**src/rtl/alu_pkg.sv**
```systemverilog
// alu_pkg: shared opcode constants, PSR bit indices, FSM state type and the
// opcode-to-operation decode used by alu_seq_unit.
package alu_pkg;

  localparam int unsigned OP_W    = 16;
  localparam int unsigned FLAGS_W = 6;

  // PSR bit positions
  localparam int unsigned C_BIT = 0;
  localparam int unsigned L_BIT = 1;
  localparam int unsigned F_BIT = 2;
  localparam int unsigned Z_BIT = 3;
  localparam int unsigned N_BIT = 4;
  localparam int unsigned I_BIT = 5;

  // Major opcodes, OpCode[15:12]
  localparam logic [3:0] MAJ_RTYPE = 4'h0;
  localparam logic [3:0] MAJ_ADDI  = 4'h5;
  localparam logic [3:0] MAJ_SHIFT = 4'h8;
  localparam logic [3:0] MAJ_SUBI  = 4'h9;
  localparam logic [3:0] MAJ_CMPI  = 4'hB;

  // Register-register ext codes, OpCode[7:4]
  localparam logic [3:0] EXT_AND  = 4'h1;
  localparam logic [3:0] EXT_OR   = 4'h2;
  localparam logic [3:0] EXT_XOR  = 4'h3;
  localparam logic [3:0] EXT_ADD  = 4'h5;
  localparam logic [3:0] EXT_ADDC = 4'h7;
  localparam logic [3:0] EXT_SUB  = 4'h9;
  localparam logic [3:0] EXT_CMP  = 4'hB;
  localparam logic [3:0] EXT_MUL  = 4'hE;

  // Shift ext codes, OpCode[7:4] under MAJ_SHIFT
  localparam logic [3:0] SH_LSHI_L  = 4'h0;
  localparam logic [3:0] SH_LSHI_R  = 4'h1;
  localparam logic [3:0] SH_ASHUI_L = 4'h2;
  localparam logic [3:0] SH_ASHUI_R = 4'h3;
  localparam logic [3:0] SH_LSH     = 4'h4;
  localparam logic [3:0] SH_ASHU    = 4'h6;

  typedef enum logic {
    IDLE,
    MUL_RUN
  } state_t;

  typedef enum logic [3:0] {
    K_ADD,
    K_ADDC,
    K_SUB,
    K_CMP,
    K_AND,
    K_OR,
    K_XOR,
    K_SHIFT,
    K_MUL,
    K_INV
  } op_kind_t;

  // Collapse major/ext into one operation kind; anything unlisted is invalid
  function automatic op_kind_t decode_op(input logic [3:0] major,
                                         input logic [3:0] ext,
                                         input logic       mul_en);
    op_kind_t k;
    k = K_INV;
    case (major)
      MAJ_RTYPE: begin
        case (ext)
          EXT_ADD:  k = K_ADD;
          EXT_ADDC: k = K_ADDC;
          EXT_AND:  k = K_AND;
          EXT_OR:   k = K_OR;
          EXT_XOR:  k = K_XOR;
          EXT_SUB:  k = K_SUB;
          EXT_CMP:  k = K_CMP;
          EXT_MUL:  k = mul_en ? K_MUL : K_INV;
          default:  k = K_INV;
        endcase
      end
      MAJ_ADDI: k = K_ADD;
      MAJ_SUBI: k = K_SUB;
      MAJ_CMPI: k = K_CMP;
      MAJ_SHIFT: begin
        case (ext)
          SH_LSHI_L, SH_LSHI_R, SH_ASHUI_L, SH_ASHUI_R, SH_LSH, SH_ASHU: k = K_SHIFT;
          default: k = K_INV;
        endcase
      end
      default: k = K_INV;
    endcase
    return k;
  endfunction

endpackage

```
**src/rtl/alu_mul_iter.sv**
```systemverilog
// alu_mul_iter: unsigned shift-add multiplier, one partial product per cycle.
// Ports: CLK, RESET (sync, active-high); start pulses with operands a/b;
// busy is high for WIDTH cycles; done is high in the last busy cycle, when
// product already holds the full 2*WIDTH-bit result.
module alu_mul_iter #(
  parameter int unsigned WIDTH = 16
) (
  input  logic               CLK,
  input  logic               RESET,
  input  logic               start,
  input  logic [WIDTH-1:0]   a,
  input  logic [WIDTH-1:0]   b,
  output logic               busy,
  output logic               done,
  output logic [2*WIDTH-1:0] product
);

  localparam int unsigned P_W   = 2 * WIDTH;
  localparam int unsigned CNT_W = $clog2(WIDTH);

  logic             r_busy;
  logic [CNT_W-1:0] r_cnt;
  logic [P_W-1:0]   r_mcand;
  logic [WIDTH-1:0] r_mplier;
  logic [P_W-1:0]   r_acc;
  logic [P_W-1:0]   w_acc_next;

  // Accumulate the shifted multiplicand when the current multiplier bit is set
  assign w_acc_next = r_acc + (r_mplier[0] ? r_mcand : '0);

  always_ff @(posedge CLK) begin
    if (RESET) begin
      r_busy   <= 1'b0;
      r_cnt    <= '0;
      r_mcand  <= '0;
      r_mplier <= '0;
      r_acc    <= '0;
    end else if (start) begin
      r_busy   <= 1'b1;
      r_cnt    <= CNT_W'(WIDTH - 1);
      r_mcand  <= P_W'(a);
      r_mplier <= b;
      r_acc    <= '0;
    end else if (r_busy) begin
      r_acc    <= w_acc_next;
      r_mcand  <= r_mcand << 1;
      r_mplier <= r_mplier >> 1;
      r_cnt    <= r_cnt - CNT_W'(1);
      if (r_cnt == '0) begin
        r_busy <= 1'b0;
      end
    end
  end

  assign busy    = r_busy;
  assign done    = r_busy && (r_cnt == '0);
  // Final partial product is folded in combinationally so the result is usable at done
  assign product = w_acc_next;

endmodule

```
**src/rtl/alu_seq_unit.sv**
```systemverilog
// alu_seq_unit: handshaked ALU with registered result C and PSR Flags.
// Ports: CLK, RESET (sync, active-high); in_valid/in_ready accept A, B, OpCode;
// out_valid/out_ready deliver C and Flags; busy is high while MUL iterates.
// Single-cycle ops complete at the accept edge; MUL runs WIDTH extra cycles.
module alu_seq_unit
  import alu_pkg::*;
#(
  parameter int unsigned WIDTH  = 16,
  parameter bit          MUL_EN = 1'b1
) (
  input  logic               CLK,
  input  logic               RESET,
  input  logic               in_valid,
  output logic               in_ready,
  input  logic [WIDTH-1:0]   A,
  input  logic [WIDTH-1:0]   B,
  input  logic [OP_W-1:0]    OpCode,
  output logic               out_valid,
  input  logic               out_ready,
  output logic [WIDTH-1:0]   C,
  output logic [FLAGS_W-1:0] Flags,
  output logic               busy
);

  localparam int unsigned SUM_W = WIDTH + 1;
  localparam int unsigned SH_W  = $clog2(WIDTH);
  localparam int unsigned MSB   = WIDTH - 1;

  state_t             r_state;
  logic [WIDTH-1:0]   r_c;
  logic [FLAGS_W-1:0] r_flags;
  logic               r_out_valid;

  logic [3:0]         w_major;
  logic [3:0]         w_ext;
  op_kind_t           w_kind;
  logic [WIDTH-1:0]   w_imm;
  logic [WIDTH-1:0]   w_opnd;
  logic               w_accept;
  logic               w_mul_start;
  logic               w_mul_busy;
  logic               w_mul_done;
  logic [2*WIDTH-1:0] w_prod;
  logic [FLAGS_W-1:0] w_mul_flg;

  logic               w_sh_left;
  logic               w_sh_arith;
  logic               w_sh_neg;
  logic [WIDTH-1:0]   w_sh_mag;
  logic [WIDTH-1:0]   w_sh_res;

  logic               w_cin;
  logic [SUM_W-1:0]   w_sum;
  logic [WIDTH-1:0]   w_diff;
  logic [WIDTH-1:0]   w_res;
  logic [FLAGS_W-1:0] w_flg;
  logic               w_unused;

  // OpCode[11:8] carries no information for any defined operation
  assign w_unused = ^OpCode[11:8];

  // Decode and operand select: immediate majors use the sign-extended imm8
  assign w_major = OpCode[15:12];
  assign w_ext   = OpCode[7:4];
  assign w_kind  = decode_op(w_major, w_ext, MUL_EN);
  assign w_imm   = WIDTH'($signed(OpCode[7:0]));
  assign w_opnd  = (w_major == MAJ_RTYPE) ? B : w_imm;

  // Handshake: no skid buffer, so a stalled result blocks new work
  assign in_ready    = (r_state == IDLE) && (!r_out_valid || out_ready);
  assign w_accept    = in_valid && in_ready;
  assign w_mul_start = w_accept && (w_kind == K_MUL);

  // Shifter: immediate forms use OpCode[3:0]; register forms take signed B
  always_comb begin
    w_sh_neg   = B[MSB];
    w_sh_left  = 1'b1;
    w_sh_arith = 1'b0;
    w_sh_mag   = WIDTH'(OpCode[3:0]);
    case (w_ext)
      SH_LSHI_L, SH_ASHUI_L: w_sh_left = 1'b1;
      SH_LSHI_R: w_sh_left = 1'b0;
      SH_ASHUI_R: begin
        w_sh_left  = 1'b0;
        w_sh_arith = 1'b1;
      end
      SH_LSH, SH_ASHU: begin
        w_sh_left  = !w_sh_neg;
        w_sh_arith = (w_ext == SH_ASHU);
        w_sh_mag   = w_sh_neg ? (~B + WIDTH'(1)) : B;
      end
      default: w_sh_left = 1'b1;
    endcase

    if (w_sh_mag >= WIDTH'(WIDTH)) begin
      // Out-of-range amounts saturate: sign-fill only for arithmetic right
      w_sh_res = (!w_sh_left && w_sh_arith) ? {WIDTH{A[MSB]}} : '0;
    end else if (w_sh_left) begin
      w_sh_res = A << w_sh_mag[SH_W-1:0];
    end else if (w_sh_arith) begin
      w_sh_res = $unsigned($signed(A) >>> w_sh_mag[SH_W-1:0]);
    end else begin
      w_sh_res = A >> w_sh_mag[SH_W-1:0];
    end
  end

  // Single-cycle datapath and flag generation
  always_comb begin
    w_cin  = (w_kind == K_ADDC) ? r_flags[C_BIT] : 1'b0;
    w_sum  = SUM_W'(A) + SUM_W'(w_opnd) + SUM_W'(w_cin);
    w_diff = A - w_opnd;
    w_res  = '0;
    w_flg  = '0;
    case (w_kind)
      K_ADD, K_ADDC: begin
        w_res        = w_sum[MSB:0];
        w_flg[C_BIT] = w_sum[WIDTH];
        w_flg[F_BIT] = (A[MSB] == w_opnd[MSB]) && (w_sum[MSB] != A[MSB]);
      end
      K_SUB: begin
        w_res        = w_diff;
        w_flg[C_BIT] = (A < w_opnd);
        w_flg[F_BIT] = (A[MSB] != w_opnd[MSB]) && (w_diff[MSB] != A[MSB]);
      end
      K_CMP: begin
        w_flg[Z_BIT] = (A == w_opnd);
        w_flg[L_BIT] = (A < w_opnd);
        w_flg[N_BIT] = ($signed(A) < $signed(w_opnd));
      end
      K_AND:   w_res = A & B;
      K_OR:    w_res = A | B;
      K_XOR:   w_res = A ^ B;
      K_SHIFT: w_res = w_sh_res;
      K_INV:   w_flg[I_BIT] = 1'b1;
      default: w_res = '0;
    endcase
    if (!(w_kind inside {K_CMP, K_INV, K_MUL})) begin
      w_flg[Z_BIT] = (w_res == '0);
      w_flg[N_BIT] = w_res[MSB];
    end
  end

  alu_mul_iter #(
    .WIDTH (WIDTH)
  ) u_mul (
    .CLK     (CLK),
    .RESET   (RESET),
    .start   (w_mul_start),
    .a       (A),
    .b       (B),
    .busy    (w_mul_busy),
    .done    (w_mul_done),
    .product (w_prod)
  );

  // MUL flags: F reports a non-zero high half, Z/N come from the low half
  always_comb begin
    w_mul_flg        = '0;
    w_mul_flg[F_BIT] = (w_prod[2*WIDTH-1:WIDTH] != '0);
    w_mul_flg[Z_BIT] = (w_prod[MSB:0] == '0);
    w_mul_flg[N_BIT] = w_prod[MSB];
  end

  // Control FSM with result, PSR and out_valid registers
  always_ff @(posedge CLK) begin
    if (RESET) begin
      r_state     <= IDLE;
      r_c         <= '0;
      r_flags     <= '0;
      r_out_valid <= 1'b0;
    end else begin
      case (r_state)
        IDLE: begin
          if (r_out_valid && out_ready) begin
            r_out_valid <= 1'b0;
          end
          if (w_accept) begin
            if (w_kind == K_MUL) begin
              r_state <= MUL_RUN;
            end else begin
              r_c         <= w_res;
              r_flags     <= w_flg;
              r_out_valid <= 1'b1;
            end
          end
        end
        MUL_RUN: begin
          if (w_mul_done) begin
            r_c         <= w_prod[MSB:0];
            r_flags     <= w_mul_flg;
            r_out_valid <= 1'b1;
            r_state     <= IDLE;
          end
        end
        default: r_state <= IDLE;
      endcase
    end
  end

  assign out_valid = r_out_valid;
  assign C         = r_c;
  assign Flags     = r_flags;
  assign busy      = w_mul_busy;

endmodule

```
**config.mk**
```make
export PLATFORM = sky130hd
export DESIGN_NAME = alu_seq_unit
export DESIGN_NICKNAME = d
export VERILOG_FILES = /design/src/rtl/alu_pkg.sv /design/src/rtl/alu_mul_iter.sv /design/src/rtl/alu_seq_unit.sv
export SDC_FILE = /design/constraint.sdc
export NUM_CORES = 1
export LEC_CHECK = 0
export ABC_CLOCK_PERIOD_IN_PS = 11590
export BUFFER_PORTS_ARGS = -buffer_cell sky130_fd_sc_hd__buf_2
export CORE_AREA = 2 2 184 186
export DETAILED_ROUTE_END_ITERATION = 10
export DIE_AREA = 0 0 186 188
export GPL_ROUTABILITY_DRIVEN = 0
export PLACE_DENSITY = 0.61
export SLEW_MARGIN = 40
export SYNTH_ARGS = -nofsm -noshare
export SYNTH_HDL_FRONTEND = slang
export SYNTH_SLANG_ARGS = --single-unit
```
**constraint.sdc**
```tcl
create_clock -name CLK -period 11.59 [get_ports CLK]
set_input_delay 0 -clock CLK [delete_from_list [all_inputs] [get_ports CLK]]
set_output_delay 0 -clock CLK [all_outputs]
set_load 0.005 [all_outputs]
```
==> flow_metrics.tcl, run 1 <==
set metrics [dict create \
    critical_path.startpoint_type "primary input" \
    drtIter0Drc 1214 \
    floorplan.rows 67 \
    yosys.area.top_type_share 0.190 \
    port-buffer-count 72 \
    final.setup.worst_slack_ps 6890 \
    tightest_slew_ps 835 \
    yosysWarnings 0 \
    fin_cells 1984 \
    post_synth_most_frequent_cells "175 x sky130_fd_sc_hd__nor2_1, 114 x sky130_fd_sc_hd__mux2i_1, 109 x sky130_fd_sc_hd__dfxtp_1, 104 x sky130_fd_sc_hd__a21oi_1, 98 x sky130_fd_sc_hd__ha_1" \
    postRouteAntennaNets 0 \
    netlist_instances 1521 \
    clock_tree.buffer_depth 2 \
    hold_depth 3 \
    critPathSlowestCell "sky130_fd_sc_hd__fa_1" \
    placed_cells_incl_taps 1961 \
    post_synth_instance_area_mm2 0.0115 \
    worst_setup_path_startpoint "OpCode[6]" \
    rr_startpoint "u_mul.r_mplier[0]$_SDFFE_PP0P_" \
    ys_types 88 \
    finalClockSkew_ps 17.7 \
    timing_worst_setup_path_type "in -> reg" \
    cell_with_the_most_instances_after_synthesis "sky130_fd_sc_hd__nor2_1" \
    detail_route.wirelength_mm 38.7 \
    fmax_ghz 0.213 \
    synth-edff-count 0 \
    clkSinkCount 109 \
    fillCellCount 3513 \
    boundaryPins 77 \
    synth_seq_area_share 0.190 \
    fp.dieArea_mm2 0.0350 \
    layout.cell_area.non_filler_mm2 0.0126 \
    layout-area-overhead-vs-synth_pct 9.57 \
    hold_path.class "in -> reg" \
    drv.max_cap_violation_count 0 \
    ff2ff_path_depth 15 \
    end_kind "flop" \
    max-slew-margin-rel 0.443 \
    run_status "completed" \
    dpl-instance-area_mm2 0.0122 \
    maximum_number_of_pins_on_one_net_before_global_route_repair 72 \
    syn_area_per_cell_um2 7.54 \
    grt_pass1_wl_mm 61.0 \
    crit_arrival_ps 5000 \
    initial_utilization 0.346 \
    timing.critical_path.buf_inv 2 \
    nets 1684 \
    synth_area_leader_cell "sky130_fd_sc_hd__dfxtp_1" \
    cts_buffers 9 \
    fp.dieW_um 186 \
    ys_async_sr_fraction 0 \
    critical_path.max_fanout 30 \
    setup-violations-final 0 \
    antenna_violations_before_repair 2 \
    detail_route.drc_violations 0 \
    cp_cell_sequence "buf_2 > nand4b_1 > o221ai_1 > o211ai_1 > buf_4 > and3_1 > fa_1 > fa_1 > a211oi_1 > o21ai_0 > nand4_1 > nand4bb_1 > a31oi_1 > o221ai_1 > a221oi_1 > o21ai_0 > nor4_1 > nand4_1 > a21oi_1" \
    grt.total_usage 0.221 \
    worstPathRequired_ps 11890 \
    fin_crit_ps 4700 \
    post-place-ws_ps 6720 \
    worst_path_largest_cell_delay_ps 460 \
    firstDrtPassIters 6 \
    hpwl_mm 29.0 \
    top_cells_by_area_in_the_synthesized_netlist "sky130_fd_sc_hd__dfxtp_1 19%, sky130_fd_sc_hd__ha_1 11%, sky130_fd_sc_hd__mux2i_1 10%" \
    power_per_cell_area_mw_per_mm2 83.2 \
    hold_violations 0 \
    grt_overflow_total 0 \
    worst-path-stages 19 \
    clk_latency_ps 370 \
    synth_flop_cell "sky130_fd_sc_hd__dfxtp_1" \
    clock_tree.root_cell "sky130_fd_sc_hd__clkbuf_16" \
    top_delay_family_on_crit_path "compound AO/OA/AOI/OAI gates" \
    worst_ir_drop_on_vdd_uv 63.4 \
    ys_ff_latch 109 \
    timing.reg2reg.setup_slack_ps 7240 \
    htree_num_levels 3 \
    via_count_of_the_first_global_routing_pass 11100 \
    setup_repair_after_global_routing_missed_its_margin "false" \
    die_y_um 188 \
    drive_above_1_share 0.0971 \
    detailroute.via_count 11900 \
    tritoncts "done" \
    p_leak_nw 5.12 \
    timing.setup.tns_ps 0 \
    ff_to_ff_end "Flags[2]$_SDFFE_PP0P_" \
    drv_slew 0 \
    clk_pin_slew_worst_paths_ps 80 \
    synth_fp_nets 1675 \
    worstSetupEndpoint "Flags[3]$_SDFFE_PP0P_" \
    placeableCoreArea_mm2 0.0331 \
    route.detailed.wl_per_inst_um 19.5 \
    period_share 0.406 \
    post_drt_via_cell_ratio 5.99 \
]
==> routing by layer <==
metal | routed length (um) | part of all wire | GRT usage | vias to the layer above
met2 | 16300 | 0.42 | 0.323 | 606
met3 | 3950 | 0.10 | 0.0575 | 101
met1 | 17100 | 0.44 | 0.306 | 5524
met5 | 8 | 0.00021 | 0 | -
met4 | 1410 | 0.036 | 0.0860 | 2
li1 | - | - | - | 5652
==> layout by cell type (no fill, tap or decap), drive strengths merged, types with 9 or more instances in the layout <==
| master | count |
|---|---|
| ha | 98 |
| dfxtp | 109 |
| o22ai | 12 |
| o21a | 10 |
| xnor2 | 32 |
| or3 | 13 |
| nand4 | 15 |
| nor4 | 14 |
| nand2 | 92 |
| nor2 | 175 |
| mux2i | 114 |
| clkbuf | 10 |
| buf | 91 |
| a211oi | 56 |
| a31oi | 14 |
| nand3 | 34 |
| o211ai | 53 |
| o311ai | 9 |
| and2 | 38 |
| nor3 | 36 |
| o21ai | 75 |
| a21o | 20 |
| a22oi | 12 |
| and3 | 13 |
| a21oi | 104 |
| nand2b | 17 |
| xor2 | 10 |
| o31ai | 12 |
| inv | 88 |
| a221oi | 14 |
| nor2b | 16 |
==> worst min-delay path by stage <==
stage | start | to | slack [ps]
5_1_grt | B[8] | u_mul.r_mplier[8]$_SDFFE_PP0P_ | 10
4_1_cts | B[8] | u_mul.r_mplier[8]$_SDFFE_PP0P_ | 4
3_3_place_gp | in_valid | Flags[5]$_SDFFE_PP0P_ | 320
3_5_place_dp | in_valid | Flags[5]$_SDFFE_PP0P_ | 330
2_1_floorplan | out_ready | in_ready | 150
6_report | B[8] | u_mul.r_mplier[8]$_SDFFE_PP0P_ | 10
==> cell families (layout without fill, tap and decap cells) <==
logic type                 count (synthesis)  in the layout  synth area share
DFF                                      109            109             0.190
other                                      0              1                 0
buffers and inverters                    184            198            0.0621
AOI/OAI and AO/OA                        471            471             0.283
adders and majority gates                103            103             0.115
xor gates and xnor gates                  42             42            0.0321
and+or+nand+nor                          490            490             0.208
muxes                                    122            122             0.110
==> what timing repair did <==
item,4_1_cts,5_1_grt
hold buffers,6,0
resized for setup,0,0
buffers inserted,0,0
hold endpoints to repair,6,0
==> where the power goes <==
group | internal [W] | switching [W] | total, W
Sequential | 0.000384 | 0.00000760 | 0.000392
Combinational | 0.000119 | 0.000218 | 0.000337
Clock | 0.000158 | 0.000158 | 0.000317
==> through the flow <==
| stage | utilization | hold slack (ps) | total power (W) |
|---|---|---|---|
| 2_1_floorplan | - | 149 | 0.000621 |
| 3_3_place_gp | 0.367 | 321 | 0.000718 |
| 3_5_place_dp | 0.368 | 328 | 0.000723 |
| 4_1_cts | 0.379 | 4.41 | 0.00104 |
| 5_1_grt | 0.379 | 13.1 | 0.00110 |
| 6_report | 0.379 | 12.4 | 0.00105 |
==> sequential cells by signal, indices dropped and copies added (netlist names) <==
| signal | cells |
|---|---|
| u_mul.r_acc | 32 |
| u_mul.r_cnt | 4 |
| u_mul.r_mcand | 32 |
| Flags | 6 |
| out_valid | 1 |
| u_mul.r_mplier | 16 |
| u_mul.busy | 1 |
| C | 16 |
| r_state | 1 |
==> worst reg2reg max path: stages (launching register included) <==
cell and delay, ps:
sky130_fd_sc_hd__dfxtp_1 510, sky130_fd_sc_hd__and2_1 200, sky130_fd_sc_hd__ha_1 190, sky130_fd_sc_hd__inv_1 70, sky130_fd_sc_hd__fa_1 410, sky130_fd_sc_hd__nand2b_1 190, sky130_fd_sc_hd__a211oi_1 560, sky130_fd_sc_hd__o2111ai_1 310
sky130_fd_sc_hd__a21o_1 280, sky130_fd_sc_hd__a311oi_1 290, sky130_fd_sc_hd__o21ai_0 200, sky130_fd_sc_hd__a21oi_1 170, sky130_fd_sc_hd__o2111ai_1 140, sky130_fd_sc_hd__a2111oi_0 360, sky130_fd_sc_hd__nand4_1 180, sky130_fd_sc_hd__o21a_1 200
==> cell type report <==
class | instances | area (um^2) | share of cell area
Tap cell | 448 | 561 | 0.0446
Clock buffer | 10 | 239 | 0.0190
Sequential cell | 109 | 2190 | 0.174
Multi-Input combinational cell | 1228 | 8610 | 0.686
Inverter | 85 | 319 | 0.0254
Timing Repair Buffer | 97 | 574 | 0.0457
Antenna cell | 1 | 2.50 | 0.000199
Clock inverter | 6 | 62.6 | 0.00498
Power figures use the tool's default switching activity.
==> run 2: changes to the inputs <==
--- a/config.mk
+++ b/config.mk
@@ -5,13 +5,13 @@
 export SDC_FILE = /design/constraint.sdc
 export NUM_CORES = 1
 export LEC_CHECK = 0
-export ABC_CLOCK_PERIOD_IN_PS = 11590
+export ABC_CLOCK_PERIOD_IN_PS = 4030
 export BUFFER_PORTS_ARGS = -buffer_cell sky130_fd_sc_hd__buf_2
 export CORE_AREA = 2 2 184 186
 export DETAILED_ROUTE_END_ITERATION = 10
 export DIE_AREA = 0 0 186 188
 export GPL_ROUTABILITY_DRIVEN = 0
-export PLACE_DENSITY = 0.61
+export PLACE_DENSITY = 0.63
 export SLEW_MARGIN = 40
 export SYNTH_ARGS = -nofsm -noshare
 export SYNTH_HDL_FRONTEND = slang
==> constraint.sdc (replaced) <==
create_clock -name CLK -period 4.03 [get_ports CLK]
set_input_delay 0 -clock CLK [delete_from_list [all_inputs] [get_ports CLK]]
set_output_delay 0 -clock CLK [all_outputs]
set_load 0.005 [all_outputs]
==> run 2 against run 1 <==
Wire length increased by 4.0%. Final area rose by 5.1%. Cell count grew 4.0%. Total power increased to 3.0 times the previous value. Utilization grew 1.9 points. Die area stayed put. Sequential share of layout area decreased by 0.84 points. Clock power increased to 3.0 times the previous value. Critical path depth down 5. Clock skew fell by 2.9 ps. Non-clock buffer count is 80 higher. Register-to-register slack got worse by 7100 ps. Critical path type is now reg -> reg.
==> flow_metrics.tcl, run 2 (same netlist as run 1, synthesis figures left out) <==
set metrics [dict create \
    timing.critical_path.buf_inv 1 \
    clkSinkCount 109 \
    grt_overflow_total 0 \
    drv_slew 0 \
    placeableCoreArea_mm2 0.0331 \
    num_antenna_cells 0 \
    layout-area-overhead-vs-synth_pct 15.2 \
    detailroute.via_count 12300 \
    via_count_of_the_first_global_routing_pass 11300 \
    layout_common_cells "175 x sky130_fd_sc_hd__nor2_1, 113 x sky130_fd_sc_hd__mux2i_1, 106 x sky130_fd_sc_hd__dfxtp_1" \
    fmax_ghz 0.258 \
    top_delay_family_on_crit_path "compound AO/OA/AOI/OAI gates" \
    drive_above_1_share 0.146 \
    global_route.peak_usage_layer "met2" \
    p_leak_nw 5.52 \
    grt_pass1_wl_mm 62.6 \
    timing.setup.tns_ps 0 \
    pwr-share-comb 0.337 \
    tightest_slew_ps 887 \
    ff_to_ff_end "Flags[2]$_SDFFE_PP0P_" \
    drtIter0Drc 1429 \
    power_frac_seq 0.362 \
    grt.total_usage 0.226 \
    clock_tree.buffer_depth 2 \
    timing_worst_setup_path_type "reg -> reg" \
    fillCellCount 3441 \
    worst_path_largest_cell_delay_ps 430 \
    finalClockSkew_ps 14.8 \
    fp.dieW_um 186 \
    critical_path.max_fanout 11 \
    run_status "completed" \
    port-buffer-count 72 \
    clock_tree.root_cell "sky130_fd_sc_hd__clkbuf_16" \
    global_route.usage.met2 0.337 \
    fin_crit_ps 3880 \
    ff2ff_path_depth 14 \
    route.detailed.wl_per_inst_um 19.5 \
    critical_path.most_common_cell "sky130_fd_sc_hd__a211oi_1" \
    crit_arrival_ps 4140 \
    initial_utilization 0.346 \
    postRouteAntennaNets 0 \
    post_drt_via_cell_ratio 5.95 \
    met3_usage 0.0559 \
    hold_violations 0 \
    critical_path.startpoint_type "flop" \
    nets 1764 \
    end_kind "flop" \
    final_common_cell "sky130_fd_sc_hd__nor2_1" \
    max-slew-margin-rel 0.409 \
    setup-violations-final 0 \
    fp.dieArea_mm2 0.0350 \
    share_clk_of_total_power 0.301 \
    detail_route.wirelength_mm 40.3 \
    drv.max_cap_violation_count 0 \
    period_share 0.963 \
    post_cts.repair.setup_buffers 0 \
    finalPower_w 0.00311 \
    die_y_um 188 \
    detail_route.drc_violations 0 \
    rr_startpoint "u_mul.r_mplier[0]$_SDFFE_PP0P_" \
    p_int_w 0.00196 \
    worst_ir_drop_on_vdd_uv 204 \
    worst_setup_path_startpoint "u_mul.r_mplier[0]$_SDFFE_PP0P_" \
    boundaryPins 77 \
    tritoncts "done" \
    hold_depth 3 \
    worstPathRequired_ps 4290 \
    p_switching_w 0.00115 \
    cts_buffers 9 \
    grt.met1_usage 0.317 \
    power_per_cell_area_mw_per_mm2 236 \
    hpwl_mm 30.9 \
    biggest_regs "u_mul.r_acc: 32 flops, u_mul.r_mcand: 32 flops" \
    htree_num_levels 3 \
    critPathSlowestCell "sky130_fd_sc_hd__dfxtp_2" \
    hold_path.class "in -> reg" \
    cp_cell_sequence "nand2_1 > inv_1 > ha_1 > a211oi_1 > nor2_1 > a221oi_1 > o31ai_1 > a211oi_1 > nor3_1 > o41ai_1 > xnor2_1 > a2111oi_0 > nand4_1 > o21a_1" \
    power.switching_fraction 0.371 \
    floorplan.rows 67 \
    clk_pin_slew_worst_paths_ps 90 \
    hold_end "u_mul.r_mplier[8]$_SDFFE_PP0P_" \
    timing.reg2reg.setup_slack_ps 150 \
    maximum_number_of_pins_on_one_net_before_global_route_repair 71 \
    firstDrtPassIters 5 \
    clk_latency_ps 360 \
    setup_repair_after_global_routing_missed_its_margin "true" \
    antenna_violations_before_repair 1 \
    min_from "B[8]" \
]
run 2: worst register-to-register path: stages (launching register included):
cell and delay, ps:
sky130_fd_sc_hd__dfxtp_2 430, sky130_fd_sc_hd__nand2_1 100, sky130_fd_sc_hd__inv_1 60, sky130_fd_sc_hd__ha_1 230
sky130_fd_sc_hd__a211oi_1 430, sky130_fd_sc_hd__nor2_1 150, sky130_fd_sc_hd__a221oi_1 420, sky130_fd_sc_hd__o31ai_1 220
sky130_fd_sc_hd__a211oi_1 320, sky130_fd_sc_hd__nor3_1 120, sky130_fd_sc_hd__o41ai_1 340, sky130_fd_sc_hd__xnor2_1 130
sky130_fd_sc_hd__a2111oi_0 430, sky130_fd_sc_hd__nand4_1 170, sky130_fd_sc_hd__o21a_1 210
run 2: power groups by stage:
stage,Combinational (W),Clock (W),Sequential (W)
floorplan,0.000646,0,0.00114
global placement,0.000997,0,0.00115
detailed placement,0.00100,0,0.00115
CTS,0.00101,0.000964,0.00113
global route,0.00112,0.00101,0.00113
finish,0.00105,0.000936,0.00113
run 2: repair_timing:
action / 4_1_cts / 5_1_grt
hold buffers: 4 / 0
endpoints found under the hold margin: 4 / 0
endpoints found under the setup margin: 0 / 4
resized for setup: 0 / 4
run 2: routing by layer:
metal,vias to the layer above,share of wire
li1,5792,-
met1,5734,0.44
met2,650,0.42
met3,103,0.11
met4,2,0.029
met5,-,0.00037
run 2: final cells by class:
class,instances,area [um^2],share of cell area
clock inverters,7,88.8,0.00673
clock buffers,9,225,0.0171
well taps,448,561,0.0424
flip-flops and latches,109,2190,0.166
inverters,85,319,0.0242
repair buffers,177,1200,0.0907
multi-input cells,1228,8630,0.653
run 2: per-stage QoR:
step / worst slack, ps / hold slack [ps] / std cells / instance area (um^2) / utilization
after floorplan: 15.0 / 149 / 1521 / 11500 / -
after global placement: -83.5 / 344 / 2042 / 12800 / 0.387
after detailed placement: -143 / 341 / 2042 / 12800 / 0.387
after CTS: 72.2 / 0.615 / 2062 / 13200 / 0.398
after global routing: -38.9 / 20.6 / 2063 / 13200 / 0.399
final: 150 / 12.2 / 2063 / 13200 / 0.399
run 2: worst max-delay path by stage:
stage | end | slack (ps) | cells past startpoint
final | Flags[2]$_SDFFE_PP0P_ | 150 | 14
after global routing | Flags[2]$_SDFFE_PP0P_ | -40 | 16
after detailed placement | Flags[2]$_SDFFE_PP0P_ | -140 | 20
after CTS | Flags[2]$_SDFFE_PP0P_ | 70 | 14
after floorplan | Flags[4]$_SDFFE_PP0P_ | 10 | 18
after global placement | Flags[2]$_SDFFE_PP0P_ | -80 | 20
